[src/rtl/shift_reg_universal.sv]
// ---------------------------------------------------------------------------
// shift_reg_universal
//
// Parametrised universal shift register. Each cycle it can hold, shift
// right, shift left or parallel-load. A burst engine can also run a given
// number of shifts in one direction without further input.
//
// Optional feature macro: SHREG_ROTATE_EN
//   When defined, the rot_i port exists. rot_i=1 feeds the bit that leaves
//   the register back in as the serial input, so the register rotates
//   instead of shifting. This applies to single shifts and to bursts.
//   When undefined, the serial inputs are always sin_r_i / sin_l_i.
//
// Parameters
//   WIDTH      register width in bits (>= 2)
//   RESET_VAL  value of q on reset and on clear
//   CNT_W      width of len_i and the burst counter (derived, do not override)
//
// Ports
//   clk_i     rising-edge clock
//   rst_i     asynchronous active-high reset
//   clr_i     synchronous clear; highest priority after reset
//   mode_i    00 hold, 01 shift right, 10 shift left, 11 parallel load
//   d_i       parallel load data
//   sin_r_i   serial input for right shift; enters q[WIDTH-1]
//   sin_l_i   serial input for left shift; enters q[0]
//   start_i   begin a burst in the direction given by mode_i (01/10)
//   len_i     number of burst shifts (saturates at WIDTH)
//   rot_i     rotate select (SHREG_ROTATE_EN only)
//   q_o       register contents
//   q_n_o     inverted register contents
//   sout_r_o  q[0], the bit leaving on a right shift
//   sout_l_o  q[WIDTH-1], the bit leaving on a left shift
//   busy_o    high while a burst is shifting
//   done_o    one-cycle pulse after a burst completes
// ---------------------------------------------------------------------------
module shift_reg_universal #(
    parameter int                 WIDTH     = 8,
    parameter logic [WIDTH-1:0]   RESET_VAL = '0,
    parameter int                 CNT_W     = $clog2(WIDTH + 1)
) (
    input  logic             clk_i,
    input  logic             rst_i,
    input  logic             clr_i,
    input  logic [1:0]       mode_i,
    input  logic [WIDTH-1:0] d_i,
    input  logic             sin_r_i,
    input  logic             sin_l_i,
    input  logic             start_i,
    input  logic [CNT_W-1:0] len_i,
`ifdef SHREG_ROTATE_EN
    input  logic             rot_i,
`endif
    output logic [WIDTH-1:0] q_o,
    output logic [WIDTH-1:0] q_n_o,
    output logic             sout_r_o,
    output logic             sout_l_o,
    output logic             busy_o,
    output logic             done_o
);

    typedef enum logic {
        IDLE  = 1'b0,
        SHIFT = 1'b1
    } state_t;

    localparam logic [1:0]       MODE_HOLD  = 2'b00;
    localparam logic [1:0]       MODE_RIGHT = 2'b01;
    localparam logic [1:0]       MODE_LEFT  = 2'b10;
    localparam logic [1:0]       MODE_LOAD  = 2'b11;
    localparam logic [CNT_W-1:0] MAX_CNT    = CNT_W'(WIDTH);

    state_t           state_q, state_d;
    logic [WIDTH-1:0] q_q, q_d;
    logic [CNT_W-1:0] cnt_q, cnt_d;
    logic             dirLeft_q, dirLeft_d;
    logic             done_q, done_d;

    logic             rightIn;
    logic             leftIn;
    logic [WIDTH-1:0] shiftedRight;
    logic [WIDTH-1:0] shiftedLeft;
    logic [CNT_W-1:0] burstLen;

    // Serial input selection: with rotation enabled the departing bit
    // re-enters at the opposite end.
    always_comb begin
`ifdef SHREG_ROTATE_EN
        rightIn = rot_i ? q_q[0]       : sin_r_i;
        leftIn  = rot_i ? q_q[WIDTH-1] : sin_l_i;
`else
        rightIn = sin_r_i;
        leftIn  = sin_l_i;
`endif
    end

    assign shiftedRight = {rightIn, q_q[WIDTH-1:1]};
    assign shiftedLeft  = {q_q[WIDTH-2:0], leftIn};

    // Requests longer than the register saturate so the counter never wraps.
    assign burstLen = (len_i > MAX_CNT) ? MAX_CNT : len_i;

    // Next-state logic. Priority: clear, then an active burst, then a burst
    // start request, then the per-cycle mode.
    always_comb begin
        state_d   = state_q;
        q_d       = q_q;
        cnt_d     = cnt_q;
        dirLeft_d = dirLeft_q;
        done_d    = 1'b0;

        if (clr_i) begin
            // Aborting a burst deliberately produces no done pulse.
            state_d = IDLE;
            q_d     = RESET_VAL;
            cnt_d   = '0;
        end else if (state_q == SHIFT) begin
            q_d   = dirLeft_q ? shiftedLeft : shiftedRight;
            cnt_d = cnt_q - CNT_W'(1);
            if (cnt_q == CNT_W'(1)) begin
                state_d = IDLE;
                done_d  = 1'b1;
            end
        end else if (start_i && (mode_i == MODE_RIGHT || mode_i == MODE_LEFT)) begin
            // The start edge only latches the request; shifting begins on
            // the following edge. A zero-length burst completes at once.
            dirLeft_d = (mode_i == MODE_LEFT);
            cnt_d     = burstLen;
            if (burstLen != '0) begin
                state_d = SHIFT;
            end else begin
                done_d = 1'b1;
            end
        end else begin
            case (mode_i)
                MODE_HOLD:  q_d = q_q;
                MODE_RIGHT: q_d = shiftedRight;
                MODE_LEFT:  q_d = shiftedLeft;
                MODE_LOAD:  q_d = d_i;
                default:    q_d = q_q;
            endcase
        end
    end

    always_ff @(posedge clk_i or posedge rst_i) begin
        if (rst_i) begin
            state_q   <= IDLE;
            q_q       <= RESET_VAL;
            cnt_q     <= '0;
            dirLeft_q <= 1'b0;
            done_q    <= 1'b0;
        end else begin
            state_q   <= state_d;
            q_q       <= q_d;
            cnt_q     <= cnt_d;
            dirLeft_q <= dirLeft_d;
            done_q    <= done_d;
        end
    end

    assign q_o      = q_q;
    assign q_n_o    = ~q_q;
    assign sout_r_o = q_q[0];
    assign sout_l_o = q_q[WIDTH-1];
    assign busy_o   = (state_q == SHIFT);
    assign done_o   = done_q;

endmodule
[config.mk]
export PLATFORM = sky130hd
export DESIGN_NAME = shift_reg_universal
export DESIGN_NICKNAME = d
export VERILOG_FILES = /design/src/rtl/shift_reg_universal.sv
export SDC_FILE = /design/constraint.sdc
export NUM_CORES = 1
export LEC_CHECK = 0
export CORE_MARGIN = 2
export CORE_UTILIZATION = 44
export DETAILED_ROUTE_END_ITERATION = 8
export GPL_ROUTABILITY_DRIVEN = 1
export PLACE_DENSITY = 0.81
export SKIP_LAST_GASP = 1
export SLEW_MARGIN = 20
export SYNTH_ARGS = -nofsm -noshare
export SYNTH_HDL_FRONTEND = slang
export SYNTH_SLANG_ARGS = --single-unit
[constraint.sdc]
create_clock -name clk_i -period 1.6 [get_ports clk_i]
set_input_delay 0.32 -clock clk_i [delete_from_list [all_inputs] [get_ports clk_i]]
set_output_delay 0.32 -clock clk_i [all_outputs]
set_load 0.005 [all_outputs]
==> metrics, run 1 <==
gpl congestion 0.811; Slew HR 65.6%; GRT met2 Usage 52.0%; WHS 0.348 ns; GRT Total Usage 26.6%; drt wl/cell 16.9 um; core area 0.00245 mm2; Residual DRC 0; detail-routed via count per cell 6.06; maxcap violations 0; asr flop ratio synth 100%; hold buffer count at cts 0; post-route ant nets 0; Port-buffer cells 39; critical path launch point type register; CTS root buf clkbuf_4; drt first-iter violations 38; Pleak 0.779 nW; GR met3 Demand/Resource 2.73%; Sw Share 33.6%; critical path peak fanout 14; drt first pass iters 5; cells taking the most area after synthesis dfrtp_1 (33%), a32o_1 (7.1%), ha_1 (5.5%); element type at the critical path end register; largest net degree at the start of global routing 17; Yosys reg bits 15; share of layout cells above drive strength 1 28.0%; Mapped Avg Cell Area 9.47 um2; Post-Layout Inst Area 0.00184 mm2; GR Layer Usage met1 28.2%; setup ws final -0.0206 ns; Reg clk slew, reported paths 0.10 ns; clk sinks 15; CTS tree yes; pwr dens 701 mW/mm2; GRT overflow 0; initial antenna violation count 0; Post-synth top cells dfrtp_1 (15), inv_1 (15), nand2_1 (11); Mapped Area 0.00113 mm2; CTS buffer count 3; final non-filler cell total 212; crit path kind reg2reg; failing checks setup timing; FMAX 0.617 GHz; Period minus WS final 1.62 ns; HP Class in2async; Critical Path RT 1.79 ns; dpl cell area 0.00158 mm2; Reg2Reg Depth 6; Clk pwr share 17.7%; Switch Pwr 0.000434 W; clock skew 0.00446 ns; Die Ht 54.6 um; Ports 40; ANT cells 0; Syn Nets 144; Area Growth Syn to Fin 63.4%; Slew Limit Fails 0; clk buf depth 2; Post-synth top flop dfrtp_1; top cell type's share of synthesized area 33.3%; Netlist cell types 34; leading area contributor after synthesis dfrtp_1; period utilisation layout 101%; Logic pwr share 44.8%; row cnt 18; Tightest Pin Transition 0.516 ns; overall power 0.00129 W; starting density of the core 45.9%; first-pass GRT wire length 5640 um; Total Neg Setup Slack -0.0206 ns; Yosys warning total 0; Layout Nets 208; CTS H-tree depth 1; endpoints failing hold 0; Die Area 0.00298 mm2; maximum VDD drop 0.604 mV; crit path DAT 1.81 ns; setup repair after global routing missed its margin true; drt total wl 3580 um; share of power burned in registers 37.6%; Placed Instances 189; status finished, violations left; P_int 0.000858 W; Clk Latency, worst-skew pair 0.29 ns; gr busiest metal met2; Post-Syn Instances 119; via count 1284; Die W 54.6 um; sequential share of the synthesized area 33.3%; Post-synth EDFFs 0; Final setup viols 1; vias in the first global route 1316; dpl hpwl 2260 um
[cells in the final DEF, fill, tap and decap left out, types with 4 or more instances in the layout]
master / synthesis / routed
a211oi_1: 5 / 5
a32o_1: 8 / 8
buf_4: 2 / 28
clkdlybuf4s50_1: 0 / 28
dfrtp_1: 15 / 13
dlygate4sd2_1: 0 / 4
dlymetal6s2s_1: 0 / 7
inv_1: 15 / 9
inv_2: 0 / 6
nand2_1: 11 / 11
o211ai_1: 7 / 7
o31ai_1: 6 / 6
[worst max-delay path: stages (launching register included)]
cell	delay (ns)
dfrtp_1	0.39
buf_4	0.14
buf_12	0.11
buf_4	0.19
a221o_1	0.28
a21o_1	0.16
a32o_1	0.25
[power by group through the flow]
stage | clock (W) | sequential (W) | combinational (W)
after global placement | 0 | 0.000493 | 0.000450
after global routing | 0.000250 | 0.000494 | 0.000622
after floorplan | 0 | 0.000465 | 0.000271
after CTS | 0.000215 | 0.000483 | 0.000563
final | 0.000228 | 0.000485 | 0.000578
after detailed placement | 0 | 0.000496 | 0.000465
[cell families (layout without fill, tap and decap cells)]
logic type                 count (synthesis)  after routing  synth area share (%)
buffers and inverters                     26             89                  12.9
adders and majority gates                  5              5                  5.55
xor gates and xnor gates                   1              1                 0.777
muxes                                      2              2                  1.89
DFF                                       15             15                  33.3
and+or+nand+nor                           24             24                  10.5
AOI/OAI and AO/OA                         46             46                  35.1
[metrics by stage]
step | utilization (%) | worst slack, ns
3_3_place_gp | 64.4 | -0.554
3_5_place_dp | 64.4 | -0.593
6_report | 75.0 | -0.0206
2_1_floorplan | - | 0.0985
5_1_grt | 75.0 | -0.0451
4_1_cts | 73.6 | 0.00194
[area by class of cell]
cell class	instances	area, um2
Inverter	15	56.3
Timing Repair Buffer	70	686
Tap cell	30	37.5
Multi-Input combinational cell	78	658
Sequential cell	15	378
Fill cell	169	613
Clock buffer	4	26.3
[state kept, by name, indices dropped and copies added, names as in the netlist]
| register | cells |
|---|---|
| busy_o | 1 |
| cnt_q | 4 |
| dirLeft_q | 1 |
| done_o | 1 |
| q_o | 8 |
[per-layer routing]
| layer | part of all wire, % | routed length [um] |
|---|---|---|
| met1 | 38 | 1370 |
| met2 | 55 | 1960 |
| met3 | 6.0 | 213 |
| met5 | 0 | 0 |
| met4 | 0.87 | 31 |
[final timing paths]
kind / start / endpoint / slack [ns]
max in group asynchronous: rst_i / q_o[0] / 1.05
hold reg to reg: q_o[1] / q_o[1] / 0.59
setup reg to reg: busy_o / q_o[7] / -0.02
hold / removal: rst_i / q_o[5] / 0.35
setup / recovery: busy_o / q_o[7] / -0.02
min in group clk_i: q_o[1] / q_o[1] / 0.59
[timing repair]
action	CTS	global route
resized for setup	19	9
buffers inserted	16	2
endpoints found under the setup margin	25	13
gates cloned	1	0
pin swaps	1	0
(Power assumes the default switching activity.)
==> inputs of run 2 (changes only) <==
--- a/config.mk
+++ b/config.mk
@@ -15,3 +15,4 @@
 export SYNTH_ARGS = -nofsm -noshare
 export SYNTH_HDL_FRONTEND = slang
 export SYNTH_SLANG_ARGS = --single-unit
+export TNS_END_PERCENT = 1
==> metrics, run 2 (synthesis results as in run 1) <==
HP Class in2async; critical path peak fanout 5 (-9); core area 0.00245 mm2 (unchanged); Pleak 0.704 nW (-9.6%); starting density of the core 45.9% (unchanged); GR met3 Demand/Resource 2.73% (unchanged); row cnt 18 (unchanged); Port-buffer cells 39 (unchanged); maxcap violations 0 (unchanged); crit path capture q_n_o[5]; WHS 0.347 ns (-0.00121 ns); drt wl/cell 16.4 um (-2.6%); Total Neg Setup Slack -0.470 ns (-0.450 ns); detail-routed via count per cell 5.95 (-1.8%); post-layout util 70.8% (-4.2 points); initial antenna violation count 0 (unchanged); reg2reg end q_o[7]; Critical R2R Launch busy_o; critical path launch point type register; vias in the first global route 1201 (-8.7%); Critical Path, Cell by Cell inv_1 > clkdlybuf4s50_1; GR Layer Usage met1 27.5% (-0.70 points); setup repair after global routing missed its margin true; clk sinks 15 (unchanged); gpl congestion 0.811 (unchanged); drt first pass iters 4 (-1); Die W 54.6 um (unchanged); maximum VDD drop 0.649 mV (+7.5%); Slew Limit Fails 0 (unchanged); crit path DAT 1.36 ns (-0.45 ns); GRT overflow 0 (unchanged); gr busiest metal met2; Die Area 0.00298 mm2 (unchanged); clock skew 0.00139 ns (-0.00307 ns); Clk Latency, worst-skew pair 0.28 ns (about the same); Die Ht 54.6 um (unchanged); drt first-iter violations 24 (-37%); post-route ant nets 0 (unchanged); share of layout cells above drive strength 1 19.4% (-8.6 points); element type at the critical path end primary output; Layout Nets 196 (-5.8%); GRT met2 Usage 48.6% (-3.4 points); slowest stage delay, CP 0.51 ns (+0.12 ns); crit-path leading delay family buffers and inverters; Critical Path RT 1.28 ns (-0.51 ns); commonest non-fill, non-tap cell in the layout clkdlybuf4s50_1; Tightest Pin Transition 0.507 ns (-0.00916 ns); r2r setup slk 0.04 ns (+0.06 ns); crit path kind reg2out; dpl hpwl 2260 um (unchanged); Period minus WS final 1.68 ns (+0.0628 ns); largest net degree at the start of global routing 17 (unchanged); max reg flops 8 (unchanged); clk buf depth 2 (unchanged); CTS H-tree depth 1 (unchanged); Ports 40 (unchanged); drt total wl 3290 um (-8.1%); pwr dens 712 mW/mm2 (+1.5%); GRT Total Usage 24.9% (-1.7 points); CTS buffer count 3 (unchanged); Worst Setup SP q_o[5]; first-pass GRT wire length 5370 um (-4.9%); via count 1190 (-7.3%); setup ws final -0.0833 ns (-0.0628 ns); failing checks setup timing; Reg clk slew, reported paths 0.09 ns (about the same); CTS root buf clkbuf_4; Final setup viols 10 (+9); Slew HR 66.2% (+0.61 points); FMAX 0.594 GHz (-3.7%); ANT cells 0 (unchanged); Reg2Reg Depth 5 (-1); endpoints failing hold 0 (unchanged); slowest stage cell on the critical path clkdlybuf4s50_1; Residual DRC 0 (unchanged); period utilisation layout 105% (+3.9 points); Area Growth Syn to Fin 54.2%; CP Depth 2 (-4); CP bufs+invs 2 (-1); most frequent cells in the layout clkdlybuf4s50_1 (36), buf_4 (16), inv_1 (14), dfrtp_1 (14), nand2_1 (11); CTS tree yes; status finished, violations left
-- run 2: cell count changes in the layout (fill, tap and decap cells not counted), sizes merged --
cell / change
dlymetal6s2s: -6
buf: -12
dlygate4sd2: -2
clkdlybuf4s50: +8
-- run 2: routing by layer --
metal	wire (um)	vias to the layer above
met5	0	-
met4	25	0
met3	150	4
met2	1780	44
met1	1330	585
li1	-	557
-- run 2: through the flow --
| stage | instances | cell area (um2) | total power, W | worst slack [ns] |
|---|---|---|---|---|
| global placement | 189 | 1580 | 0.000942 | -0.554 |
| finish | 200 | 1740 | 0.00124 | -0.0833 |
| CTS | 197 | 1710 | 0.00121 | -0.0948 |
| floorplan | 119 | 1130 | 0.000736 | 0.0985 |
| detailed placement | 189 | 1580 | 0.000960 | -0.593 |
| global route | 200 | 1740 | 0.00131 | -0.134 |
-- run 2: cell type report --
cell class	count	area, um2
clock buffer	4	26.3
fill	187	717
inverter	15	56.3
multi-input combinational	78	658
sequential	15	377
tap	30	37.5
timing repair buffer	58	583
-- run 2: repair_timing --
item                       4_1_cts  5_1_grt
cloned                           1        0
pin swaps                        1        0
setup endpoints to repair       25       19
resized for setup               11        2
setup buffers                    3        3
hold buffers                     0        0
-- run 2: worst min-delay path: stages --
cell,delay (ns)
clkdlybuf4s50_1,0.41
inv_1,0.06
buf_4,0.22
-- run 2: how the worst min path moves through the flow --
stage	from	endpoint	slack (ns)	cells after the start
after floorplan	rst_i	busy_o	0.22	1
after global placement	q_o[7]	q_o[7]	0.53	1
after detailed placement	q_o[2]	q_o[2]	0.56	1
after CTS	rst_i	q_o[5]	0.37	3
after global routing	rst_i	dirLeft_q	0.38	3
final	rst_i	done_o	0.35	3
-- run 2: power by group --
| group | internal, W | switching [W] |
|---|---|---|
| Combinational | 0.000309 | 0.000211 |
| Clock | 0.0000968 | 0.000129 |
| Sequential | 0.000420 | 0.0000718 |
==> inputs of run 3 (changes only) <==
--- a/config.mk
+++ b/config.mk
@@ -10,6 +10,7 @@
 export DETAILED_ROUTE_END_ITERATION = 8
 export GPL_ROUTABILITY_DRIVEN = 1
 export PLACE_DENSITY = 0.81
+export SETUP_SLACK_MARGIN = 0.02
 export SKIP_LAST_GASP = 1
 export SLEW_MARGIN = 20
 export SYNTH_ARGS = -nofsm -noshare
==> results of run 3 <==
The final DEF is identical to that of run 2; final timing and power are the same.
